### src/rtl/tron_player_ctrl.sv
// rtl/tron_player_ctrl.sv - Tron light-cycle player controller: heading, movement, bound check, plot handshake
module tron_player_ctrl #(
  parameter logic [7:0] START_X = 8'd21,
  parameter logic [6:0] START_Y = 7'd21,
  parameter logic [7:0] X_MIN   = 8'd21,
  parameter logic [7:0] X_MAX   = 8'd49,
  parameter logic [6:0] Y_MIN   = 7'd21,
  parameter logic [6:0] Y_MAX   = 7'd49,
  parameter logic [2:0] COLOR   = 3'b100
) (
  input  logic       clk,
  input  logic       resetn,
  input  logic       go,
  input  logic       tick,
  input  logic       btn_up,
  input  logic       btn_down,
  input  logic       btn_left,
  input  logic       btn_right,
  input  logic       plot_ready,
  output logic       plot_valid,
  output logic [7:0] x_out,
  output logic [6:0] y_out,
  output logic [2:0] color_out,
  output logic [1:0] dir,
  output logic       alive,
  output logic       crashed,
  output logic [7:0] moves
);

  typedef enum logic [2:0] {S_IDLE, S_DRAW, S_WAIT_TICK, S_MOVE, S_DEAD} state_t;

  state_t     r_state;
  logic [7:0] r_head_x;
  logic [6:0] r_head_y;
  logic [1:0] r_dir;
  logic [1:0] r_req_dir;
  logic       r_tick_pending;
  logic       r_plot_valid;
  logic       r_alive;
  logic       r_crashed;
  logic [7:0] r_moves;

  logic       w_btn_any;
  logic [1:0] w_btn_dir;
  logic       w_sample_dir;
  logic       w_reverse;
  logic [1:0] w_new_dir;
  logic [8:0] w_next_x;
  logic [7:0] w_next_y;
  logic       w_out_of_range;

  assign w_btn_any    = btn_up | btn_down | btn_left | btn_right;
  assign w_sample_dir = w_btn_any &&
                        (r_state == S_DRAW || r_state == S_WAIT_TICK || r_state == S_MOVE);

  always_comb begin
    w_btn_dir = 2'b00;
    if (btn_up)        w_btn_dir = 2'b11;
    else if (btn_down) w_btn_dir = 2'b01;
    else if (btn_left) w_btn_dir = 2'b10;
  end

  // Opposite headings differ only in bit 1 (00/10 and 01/11).
  assign w_reverse = ((r_req_dir ^ r_dir) == 2'b10);
  assign w_new_dir = w_reverse ? r_dir : r_req_dir;

  // One extra bit so stepping off either edge can never wrap back into range.
  always_comb begin
    w_next_x = {1'b0, r_head_x};
    w_next_y = {1'b0, r_head_y};
    case (w_new_dir)
      2'b00:   w_next_x = {1'b0, r_head_x} + 9'd1;
      2'b01:   w_next_y = {1'b0, r_head_y} + 8'd1;
      2'b10:   w_next_x = {1'b0, r_head_x} - 9'd1;
      default: w_next_y = {1'b0, r_head_y} - 8'd1;
    endcase
  end

  assign w_out_of_range = (w_next_x < {1'b0, X_MIN}) || (w_next_x > {1'b0, X_MAX}) ||
                          (w_next_y < {1'b0, Y_MIN}) || (w_next_y > {1'b0, Y_MAX});

  always_ff @(posedge clk or negedge resetn) begin
    if (!resetn) begin
      r_state        <= S_IDLE;
      r_head_x       <= START_X;
      r_head_y       <= START_Y;
      r_dir          <= 2'b00;
      r_req_dir      <= 2'b00;
      r_tick_pending <= 1'b0;
      r_plot_valid   <= 1'b0;
      r_alive        <= 1'b0;
      r_crashed      <= 1'b0;
      r_moves        <= 8'd0;
    end else begin
      if (w_sample_dir) r_req_dir <= w_btn_dir;
      case (r_state)
        S_IDLE, S_DEAD: begin
          if (go) begin
            r_state        <= S_DRAW;
            r_head_x       <= START_X;
            r_head_y       <= START_Y;
            r_dir          <= 2'b00;
            r_req_dir      <= 2'b00;
            r_tick_pending <= 1'b0;
            r_moves        <= 8'd0;
            r_crashed      <= 1'b0;
            r_alive        <= 1'b1;
            r_plot_valid   <= 1'b1;
          end
        end
        S_DRAW: begin
          if (tick) r_tick_pending <= 1'b1;
          if (plot_ready) begin
            r_state      <= S_WAIT_TICK;
            r_plot_valid <= 1'b0;
          end
        end
        S_WAIT_TICK: begin
          if (tick || r_tick_pending) begin
            r_tick_pending <= 1'b0;
            r_state        <= S_MOVE;
          end
        end
        S_MOVE: begin
          if (tick) r_tick_pending <= 1'b1;
          r_dir <= w_new_dir;
          if (w_out_of_range) begin
            r_crashed <= 1'b1;
            r_alive   <= 1'b0;
            r_state   <= S_DEAD;
          end else begin
            r_head_x     <= w_next_x[7:0];
            r_head_y     <= w_next_y[6:0];
            if (r_moves != 8'hFF) r_moves <= r_moves + 8'd1;
            r_plot_valid <= 1'b1;
            r_state      <= S_DRAW;
          end
        end
        default: r_state <= S_IDLE;
      endcase
    end
  end

  assign plot_valid = r_plot_valid;
  assign x_out      = r_head_x;
  assign y_out      = r_head_y;
  assign color_out  = COLOR;
  assign dir        = r_dir;
  assign alive      = r_alive;
  assign crashed    = r_crashed;
  assign moves      = r_moves;

endmodule

### config.mk
export PLATFORM = sky130hd
export DESIGN_NAME = tron_player_ctrl
export DESIGN_NICKNAME = d
export VERILOG_FILES = /design/src/rtl/tron_player_ctrl.sv
export SDC_FILE = /design/constraint.sdc
export NUM_CORES = 1
export LEC_CHECK = 0
export CAP_MARGIN = 20
export CORE_ASPECT_RATIO = 0.9
export CORE_MARGIN = 5
export CORE_UTILIZATION = 35
export CTS_BUF_LIST = sky130_fd_sc_hd__clkbuf_8
export CTS_CLUSTER_SIZE = 25
export DETAILED_ROUTE_END_ITERATION = 10
export SLEW_MARGIN = 40
export SYNTH_ARGS = -nofsm -noshare
export SYNTH_HDL_FRONTEND = slang
export SYNTH_SLANG_ARGS = --single-unit
export TNS_END_PERCENT = 20
### constraint.sdc
create_clock -name clk -period 7.9 [get_ports clk]
set_input_delay 1.58 -clock clk [delete_from_list [all_inputs] [get_ports clk]]
set_output_delay 1.58 -clock clk [all_outputs]
set_load 0.02 [all_outputs]
==> impl_metrics.csv, run 1 <==
group,metric,value,unit
clock_tree,clk_pin_slew,0.07,ns
finish,drive_above_1_share,7.30,%
clock_tree,numCtsBuffers,5,
sta,post-route-min-period,4.69,ns
power,power_density,483,mW/mm^2
floorplan,core-area,0.00666,sq mm
clock_tree,clk_latency,0.29,ns
critical_path,crit_path_end_kind,"flip-flop",
yosys,synth-edff-count,0,
critical_path,crit_fanout,21,
sta,fmaxAchievable,0.213,GHz
yosys,synth_area_leaders,"dfrtp_1, dfstp_2, o21ai_0",
power,leakagePower,1.22,nW
hold_path,min_path_type,"flip-flop to flip-flop",
finish,seqCellArea,858,sq um
sta,grt_setup_unrepaired,"false",
placement,port_buffers,36,
critical_path,worstPathArrival,4.89,ns
power,total_power,1.43,mW
floorplan,num_rows,28,
finish,num_antenna_cells,0,
detailed_routing,vias_per_cell,5.42,
power,peakVddDrop,0.000155,V
critical_path,worst-setup-path-type,"flip-flop to flip-flop",
flow_run,maxCapViolCount,0,
global_routing,antenna_found_initial,0,
yosys,ys_seq_area_share,35.6,%
floorplan,start_util,36.2,%
critical_path,r2r_start,"dir[0]",
clock_tree,clockBufferDepth,2,
clock_tree,post_cts_resize_count,0,
yosys,ys_types,58,
critical_path,crit_start,"dir[0]",
yosys,synthCells,285,
sta,fin_tns_setup,0,ns
sta,holdWs,0.486,ns
detailed_routing,drt_iter0_drc,157,
hold_path,min_from,"crashed",
yosys,async_flop_share,100,%
global_routing,grt_pass1_vias,2011,
clock_tree,cts-root-buf,"clkbuf_8",
global_routing,grt_overflow_total,0,
floorplan,die_width,97.5,um
sta,slew_violations,0,
finish,syn_to_final_growth,22.6,%
clock_tree,cts_tree,"done",
detailed_routing,routed_wl,6300,um
sta,maxSlewHeadroom,56.2,%
yosys,synth_top_area_cell,"dfrtp_1",
global_routing,grt_pass1_wl,10300,um
clock_tree,holdBufCountCts,0,
clock_tree,cts.sinks,34,
yosys,synth_top_area_share,29.1,%
finish,fillCellCount,659,
floorplan,io_pins,40,
hold_path,hold_depth,2,
yosys,ys_warn_count,0,
yosys,synth_ff_type,"dfrtp_1",
yosys,syn-cell-area,0.00241,sq mm
placement,gp_congestion,0.790,
sta,clock-skew-final,0.00698,ns
clock_tree,htreeDepth,2,
yosys,ys_seq_elements,34,
detailed_routing,dr.pass1.iters,4,
detailed_routing,drc,0,
floorplan,die_h,88.7,um
detailed_routing,ant_nets,0,
sta,post-route-period-util,59.4,%
placement,dp_hpwl,4440,um
critical_path,cp-start-kind,"flip-flop",
finish,fin_nets,332,
detailed_routing,wl_per_cell,15.6,um
critical_path,r2r_cells,13,
critical_path,crit_required,8.10,ns
sta,setup_violations,0,
finish,multi_input_area,0.00144,sq mm
sta,worstMarginPinSlew,0.656,ns
status,outcome,"finished clean",
sta,hold_viol,0,
global_routing,grt_usage,14.7,%
floorplan,die-area,0.00865,sq mm
detailed_routing,vias,2194,
yosys,syn_avg_cell_area,8.46,sq um
clock_tree,postCtsSetupRepairBufs,0,
global_routing,grt_max_degree,35,
-- stage by stage --
stage,util (%),cell area (sq um),instances,worst slack (ns)
2_1_floorplan,-,2410,286,4.04
3_3_place_gp,42.2,2810,397,3.28
3_5_place_dp,42.2,2810,397,3.03
4_1_cts,44.3,2950,405,3.00
5_1_grt,44.4,2950,405,2.87
6_report,44.4,2950,405,3.21
-- path summary, 6_finish.rpt --
kind,to,slack (ns)
min in group asynchronous,moves[7],1.69
min,crashed,0.49
max,x_out[2],3.21
max reg2reg,x_out[2],3.21
max in group asynchronous,y_out[2],5.87
min reg2reg,crashed,0.49
-- layout make-up --
type	instances	share of cell area [%]
multi-input combinational	226	48.6
sequential	34	29.1
timing repair buffer	38	12.7
tap	90	3.81
clock buffer	5	2.33
clock inverter	3	2.33
inverter	9	1.14
-- placed cells by master (no fill, tap or decap), drive strengths merged, types with 2 or more instances in the layout --
cell type	count
a211oi	3
a21o	6
a21oi	15
a221o	2
a31oi	8
a32o	2
a41oi	2
and2	6
and3	3
buf	2
bufinv	2
clkbuf	5
clkdlybuf4s50	36
clkinv	2
conb	3
dfrtp	28
dfstp	6
ha	8
inv	8
mux2	2
mux2i	6
nand2	26
nand2b	2
nand3	19
nand3b	2
nand4	2
nor2	23
nor2b	7
nor3	5
nor4	8
o2111a	2
o21ai	30
o22ai	2
xnor2	8
xor2	5
-- cells in the mapped netlist (all sizes together) (2+ instances only) --
master,count
and2,6
ha,8
a41oi,2
nand4,2
o22ai,2
dfrtp,28
a21oi,15
xnor2,8
nor2,23
inv,8
nor4,8
o21ai,30
a211oi,3
mux2i,6
nor2b,7
nand3,19
conb,2
a31oi,8
nand3b,2
buf,11
o2111a,2
a221o,2
and3,3
dfstp,6
xor2,5
clkbuf,6
a32o,2
mux2,2
nand2,26
nand2b,2
nor3,5
a21o,6
-- logic make-up after synthesis --
family,after synthesis,synth area share [%]
buf+inv,26,5.24
flops,34,35.6
mux,8,3.58
xor+xnor,13,4.72
compound gates,85,22.7
simple gates,108,22.8
fa+ha+maj,9,4.98
other cells,2,0.312
-- power breakdown --
part,switching (mW),internal (mW)
clock network,0.0677,0.126
logic,0.542,0.376
registers,0.0772,0.236
total,0.687,0.739
-- state kept, by name (all words and copies together), names as in the netlist --
signal          count
moves               8
r_state             3
r_tick_pending      1
r_req_dir           2
y_out               7
plot_valid          1
x_out               8
alive               1
crashed             1
dir                 2
-- layer usage --
layer | routed length (um) | global-route usage, % | part of all wire (%)
met1 | 2960 | 20.0 | 47
met5 | 0 | 0 | 0
met4 | 105 | 5.66 | 1.7
met2 | 2900 | 22.9 | 46
met3 | 339 | 3.47 | 5.4
-- worst max-delay path, cell delays in order, from the launching register on --
cell      delay (ns)
dfrtp_1         0.44
xor2_1          0.23
mux2i_2         0.50
nand2_1         0.30
ha_1            0.49
and3b_1         0.20
a221o_1         0.26
a311oi_1        0.41
a31oi_1         0.18
mux2_2          0.31
nor4_4          0.26
nand3_1         0.55
nor4_1          0.38
a211oi_1        0.08
Power figures use the tool's default switching activity.
==> run 2, diff against run 1 <==
- clock period: 7.9 -> 4.3 ns (I/O delays scaled with it)
==> impl_metrics.csv, run 2 (same netlist as run 1, synthesis figures left out) <==
group,metric,value,unit
power,internal_power,1.32,mW
floorplan,die_h,88.7,um
critical_path,r2r_cells,14,
floorplan,core-area,0.00666,sq mm
critical_path,critical_path_depth,14,
sta,grt_setup_unrepaired,"false",
global_routing,grt_pass1_vias,2124,
sta,post-route-min-period,3.97,ns
floorplan,die_width,97.5,um
clock_tree,cts-root-buf,"clkbuf_8",
finish,syn_to_final_growth,23.2,%
finish,drive_above_1_share,9.72,%
sta,slew_violations,0,
detailed_routing,wl_per_cell,16.0,um
sta,setup_violations,0,
finish,fin_nets,336,
sta,fin_tns_setup,0,ns
power,peakVddDrop,0.000292,V
clock_tree,clockBufferDepth,2,
floorplan,io_pins,40,
critical_path,max_stage_delay,0.45,ns
power,power_density,894,mW/mm^2
power,power_frac_clock,9.4,%
placement,dp_hpwl,4540,um
detailed_routing,drc,0,
sta,post-route-period-util,92.3,%
detailed_routing,vias,2238,
sta,hold_viol,0,
clock_tree,cts.sinks,34,
detailed_routing,routed_wl,6550,um
critical_path,crit_required,4.51,ns
placement,gp_congestion,0.838,
global_routing,grt_usage,15.7,%
global_routing,grt_overflow_total,0,
power,seq_power_share,21.6,%
hold_path,min_to,"crashed",
finish,final_cell_mix,"clkdlybuf4s50_1, dfrtp_1, nand2_1, o21ai_0, nor2_1",
sta,fmaxAchievable,0.252,GHz
power,comb_power_share,69.0,%
floorplan,start_util,36.2,%
power,p_sw,1.33,mW
critical_path,crit_fanout,9,
sta,clock-skew-final,0.0111,ns
critical_path,critPathSlowestCell,"dfrtp_1",
clock_tree,holdBufCountCts,0,
hold_path,hold_depth,2,
global_routing,grt_pass1_wl,11000,um
status,outcome,"finished clean",
critical_path,crit_path_end_kind,"flip-flop",
flow_run,maxCapViolCount,0,
critical_path,crit_top_cell,"a31oi_1",
critical_path,r2r_start,"dir[0]",
finish,fillCellCount,664,
critical_path,cp-start-kind,"flip-flop",
sta,maxSlewHeadroom,66.2,%
sta,worstMarginPinSlew,0.493,ns
clock_tree,htreeDepth,2,
clock_tree,clk_latency,0.30,ns
critical_path,reg2reg_slack,0.33,ns
detailed_routing,dr.pass1.iters,4,
finish,num_antenna_cells,0,
finish,final_common_cell,"clkdlybuf4s50_1",
critical_path,worstPathArrival,4.18,ns
finish,utilization,44.6,%
floorplan,num_rows,28,
hold_path,min_path_type,"flip-flop to flip-flop",
critical_path,critical-path-top-delay-family,"compound AO/OA/AOI/OAI gates",
floorplan,die-area,0.00865,sq mm
detailed_routing,vias_per_cell,5.47,
power,swShare,50.1,%
critical_path,rr_endpoint,"moves[2]",
global_routing,grt_max_degree,35,
clock_tree,numCtsBuffers,5,
clock_tree,clk_pin_slew,0.08,ns
global_routing,antenna_found_initial,0,
critical_path,critical_path_buf_inv_count,1,
clock_tree,cts_tree,"done",
detailed_routing,drt_iter0_drc,105,
critical_path,crit_chain,"xor2_1 > mux2i_2 > nand2_1 > ha_1 > a21o_1 > a21oi_1 > o21ai_0 > a221oi_2 > mux2_2 > nor4_4 > and2_4 > buf_4 > a31oi_1 > a31oi_1",
placement,port_buffers,36,
detailed_routing,ant_nets,0,
power,leakagePower,1.22,nW
hold_path,min_from,"crashed",
critical_path,worst-setup-path-type,"flip-flop to flip-flop",
## run 2: worst max path at each step
| stage | startpoint | endpoint | slack (ns) |
|---|---|---|---|
| finish | dir[0] | moves[2] | 0.33 |
| CTS | dir[0] | moves[2] | 0.07 |
| floorplan | dir[0] | moves[2] | 0.44 |
| global placement | dir[0] | moves[2] | 0.25 |
| global route | dir[0] | x_out[2] | 0.01 |
| detailed placement | dir[0] | moves[2] | 0.14 |
## run 2: layout make-up
cell class / instances / area [sq um] / area share (%)
multi-input cells: 226 / 1470 / 49.5
clock inverters: 3 / 21.3 / 0.716
well taps: 90 / 113 / 3.79
flip-flops and latches: 34 / 858 / 28.9
repair buffers: 42 / 405 / 13.7
clock buffers: 5 / 68.8 / 2.32
inverters: 9 / 33.8 / 1.14
## run 2: power groups by stage
stage	combinational (mW)	clock (mW)	sequential, mW
finish	1.83	0.249	0.574
global route	2.03	0.272	0.592
CTS	1.73	0.257	0.573
detailed placement	1.72	0	0.578
global placement	1.71	0	0.577
floorplan	1.25	0	0.613
## run 2: worst register-to-register path, cell delays in order, from the launching register on
cell	delay, ns
dfrtp_1	0.45
xor2_1	0.24
mux2i_2	0.26
nand2_1	0.22
ha_1	0.44
a21o_1	0.21
a21oi_1	0.18
o21ai_0	0.19
a221oi_2	0.33
mux2_2	0.41
nor4_4	0.29
and2_4	0.28
buf_4	0.16
a31oi_1	0.08
a31oi_1	0.16
## run 2: through the flow
step	cell area (sq um)	total power [mW]	instances	hold slack [ns]	setup WS, ns
floorplan	2410	1.86	286	0.454	0.439
global placement	2840	2.28	401	0.460	0.251
detailed placement	2840	2.29	401	0.467	0.141
CTS	2930	2.56	409	0.485	0.0705
global route	2970	2.89	409	0.528	0.0148
finish	2970	2.66	409	0.477	0.332
## run 2: what timing repair did
action                                  CTS  global route
endpoints found under the setup margin    0            14
resized for setup                         0             6
buffers inserted                          0             0
## run 2: routing by layer
metal	vias up	track usage [%]	routed length [um]	share of wire [%]
met1	1064	22.3	3160	48
li1	1113	-	-	-
met5	-	0	0	0
met2	56	24.6	2940	45
met4	0	4.28	61	0.93
met3	5	3.23	387	5.9
==> patch: new RTL, flow settings as in run 2 <==
The 5 states of `state_t` get a Gray code encoding in 3 bits.
--- a/src/rtl/tron_player_ctrl.sv
+++ b/src/rtl/tron_player_ctrl.sv
@@ -29,3 +29,3 @@
 
-  typedef enum logic [2:0] {S_IDLE, S_DRAW, S_WAIT_TICK, S_MOVE, S_DEAD} state_t;
+  typedef enum logic [2:0] {S_IDLE = 3'b000, S_DRAW = 3'b001, S_WAIT_TICK = 3'b011, S_MOVE = 3'b010, S_DEAD = 3'b110} state_t;
 
Check against the original RTL: same outputs for any inputs over 10 cycles, from zero or initial values and one cycle with resetn low; not proved beyond that.
==> patch against run 2 <==
  * Sequential share of layout area fell by 0.51 points
  * Maximum frequency rose by 0.54%
  * Worst setup slack improved by 21 ps
  * Synthesized area grew 3.7%
  * Largest power group unchanged
  * Sequential cell count unchanged
  * Critical path type unchanged
  * Largest cell class unchanged
  * Design area up 1.8%
  * Wire length shrank 1.3%
  * Total power down 10%
==> patch: results (changes against run 2) <==
Parameter                              Value

Run status
  Outcome ... completed

Synthesis
  Yosys warning total ... 0 (unchanged)
  Count of different cell masters after synthesis ... 65 (+12%)
  Top post-synthesis cells by count ... sky130_fd_sc_hd__nand2_1, sky130_fd_sc_hd__dfrtp_1, sky130_fd_sc_hd__a21oi_1, sky130_fd_sc_hd__nor2_1, sky130_fd_sc_hd__o21ai_0
  Dominant cells by area after synthesis ... sky130_fd_sc_hd__dfrtp_1, sky130_fd_sc_hd__dfstp_2, sky130_fd_sc_hd__nand2_1, sky130_fd_sc_hd__mux2i_1, sky130_fd_sc_hd__ha_1
  Fraction of the yosys area taken by sequential cells ... 34.4% (-1.3 points)
  Post-synthesis mux area share ... 5.46% (+1.9 points)
  Arithmetic-cell share of the synthesized area counting full adders, half adders and majority gates ... 4.81% (-0.18 points)
  Main flop type after synthesis ... sky130_fd_sc_hd__dfrtp_1
  Avg Cell Area, Syn ... 8.83 µm² (+4.4%)
  Synthesized-area fraction occupied by ao, oa, aoi and oai cells ... 24.3% (+1.5 points)
  Post-synthesis xor/xnor area fraction ... 5.21% (+0.48 points)

STA
  Layout Skew ... 7.43 ps (-3.69 ps)
  Worst rel slew slack ... 58.9% (-7.2 points)
  Min Hold Slack ... 480 ps (+2.91 ps)

Setup path
  Peak fanout along the critical path ... 12 (+3)
  Cell with the largest stage delay on the worst path ... sky130_fd_sc_hd__dfrtp_1
  Cell family contributing the most delay on the critical path ... multiplexers
  Critical Path AT ... 4170 ps (about the same)
  Delay of the slowest cell on the worst path ... 420 ps (-30 ps)
  R2r setup slk ... 350 ps (+20 ps)

Cells and area
  # diodes ... 0 (unchanged)
  Fillers ... 680 (+2.4%)
  Net count of the finished layout ... 336 (unchanged)
  Fraction of layout instances using a drive strength above 1 ... 8.78% (-0.94 points)

Placed design
  Gpl congestion ... 0.806 (-3.8%)
  Number of port buffers ... 36 (unchanged)
  Number of placed instances, taps included ... 404 (+0.75%)
  Post-DP HPWL ... 4790 µm (+5.5%)

Detailed routing
  Starting DRT DRC Count ... 154 (+47%)
  Post-detailed-route via-to-cell ratio ... 5.44 (-0.60%)
  Routed met3 length ... 329 µm (-15%)
  Final Routed Wirelength ... 6460 µm (-1.3%)
  Routed wire length on met2 ... 2810 µm (-4.3%)
  DR WL/cell ... 15.7 µm (-2.0%)
  Wire length the detailed router placed on met1 ... 3300 µm (+4.4%)

Global routing
  Antenna violations before repair ... 0 (unchanged)
  Overall global routing resource usage ... 14.3% (-1.4 points)
  Vias in the first global route ... 2,079 (-2.1%)
  First-pass GRT wire length ... 10,600 µm (-3.4%)

Clock network
  Root buffer selected by CTS ... sky130_fd_sc_hd__clkbuf_8
  Insertion delay of the later-clocked pin in the worst-skew pair ... 280 ps (-20 ps)
  Clk buf depth ... 2 (unchanged)
  Clock transition at the registers of the reported paths ... 70 ps

Pwr
  Part of the total power dissipated in sequential elements ... 22.8% (+1.2 points)
  Static Leakage ... 0.00122 µW (-0.15%)
  Worst IR Drop VDD ... 0.000332 V (+14%)
  Net Sw Power ... 1170 µW (-12%)

Hold path
  Worst hold path type ... flip-flop to flip-flop
==> patch: kinds of logic after synthesis <==
group	Yosys count
flops	34
mux	13
simple gates	100
fa+ha+maj	9
buf+inv	25
other cells	2
compound gates	86
xor+xnor	14
==> patch: final timing paths <==
| check | startpoint | to | depth (start not counted) |
|---|---|---|---|
| worst max register to register | dir[0] | y_out[1] | 14 |
| min in group asynchronous | resetn | moves[7] | 2 |
| max in group asynchronous | resetn | x_out[0] | 2 |
| worst max-delay path | dir[0] | y_out[1] | 14 |
| worst min-delay path | plot_valid | plot_valid | 2 |
| worst min register to register | plot_valid | plot_valid | 2 |
==> patch: final cells by class <==
| type | instances | area share (%) |
|---|---|---|
| clock buffers | 5 | 2.28 |
| clock inverters | 3 | 0.455 |
| inverters | 9 | 1.12 |
| multi-input cells | 225 | 50.2 |
| flip-flops and latches | 34 | 28.4 |
| well taps | 93 | 3.85 |
| repair buffers | 43 | 13.7 |
==> patch: routing by layer <==
metal / track usage (%) / up-vias
li1: - / 1115
met1: 21.5 / 1062
met2: 21.3 / 61
met3: 2.94 / 3
met4: 2.84 / 0
met5: 0 / -
==> patch: power groups by stage <==
stage          Sequential [µW]  Clock [µW]  Combinational [µW]
2_1_floorplan              564           0                1170
3_3_place_gp               547           0                1590
3_5_place_dp               546           0                1600
4_1_cts                    542         236                1610
5_1_grt                    560         249                1790
6_report                   545         228                1610
==> patch: tightest hold or removal path, delay by kind of cell (launching register included) <==
kind          cells  cell delay (ps)
simple gates      2              100
flops             1              350
==> patch: metrics by stage <==
stage	worst slack [ps]	total power [µW]	instance area, µm²
final	353	2390	3020
after global routing	29.5	2600	3020
after CTS	227	2390	3020
after detailed placement	243	2150	2940
after global placement	329	2140	2940
after floorplan	647	1730	2500
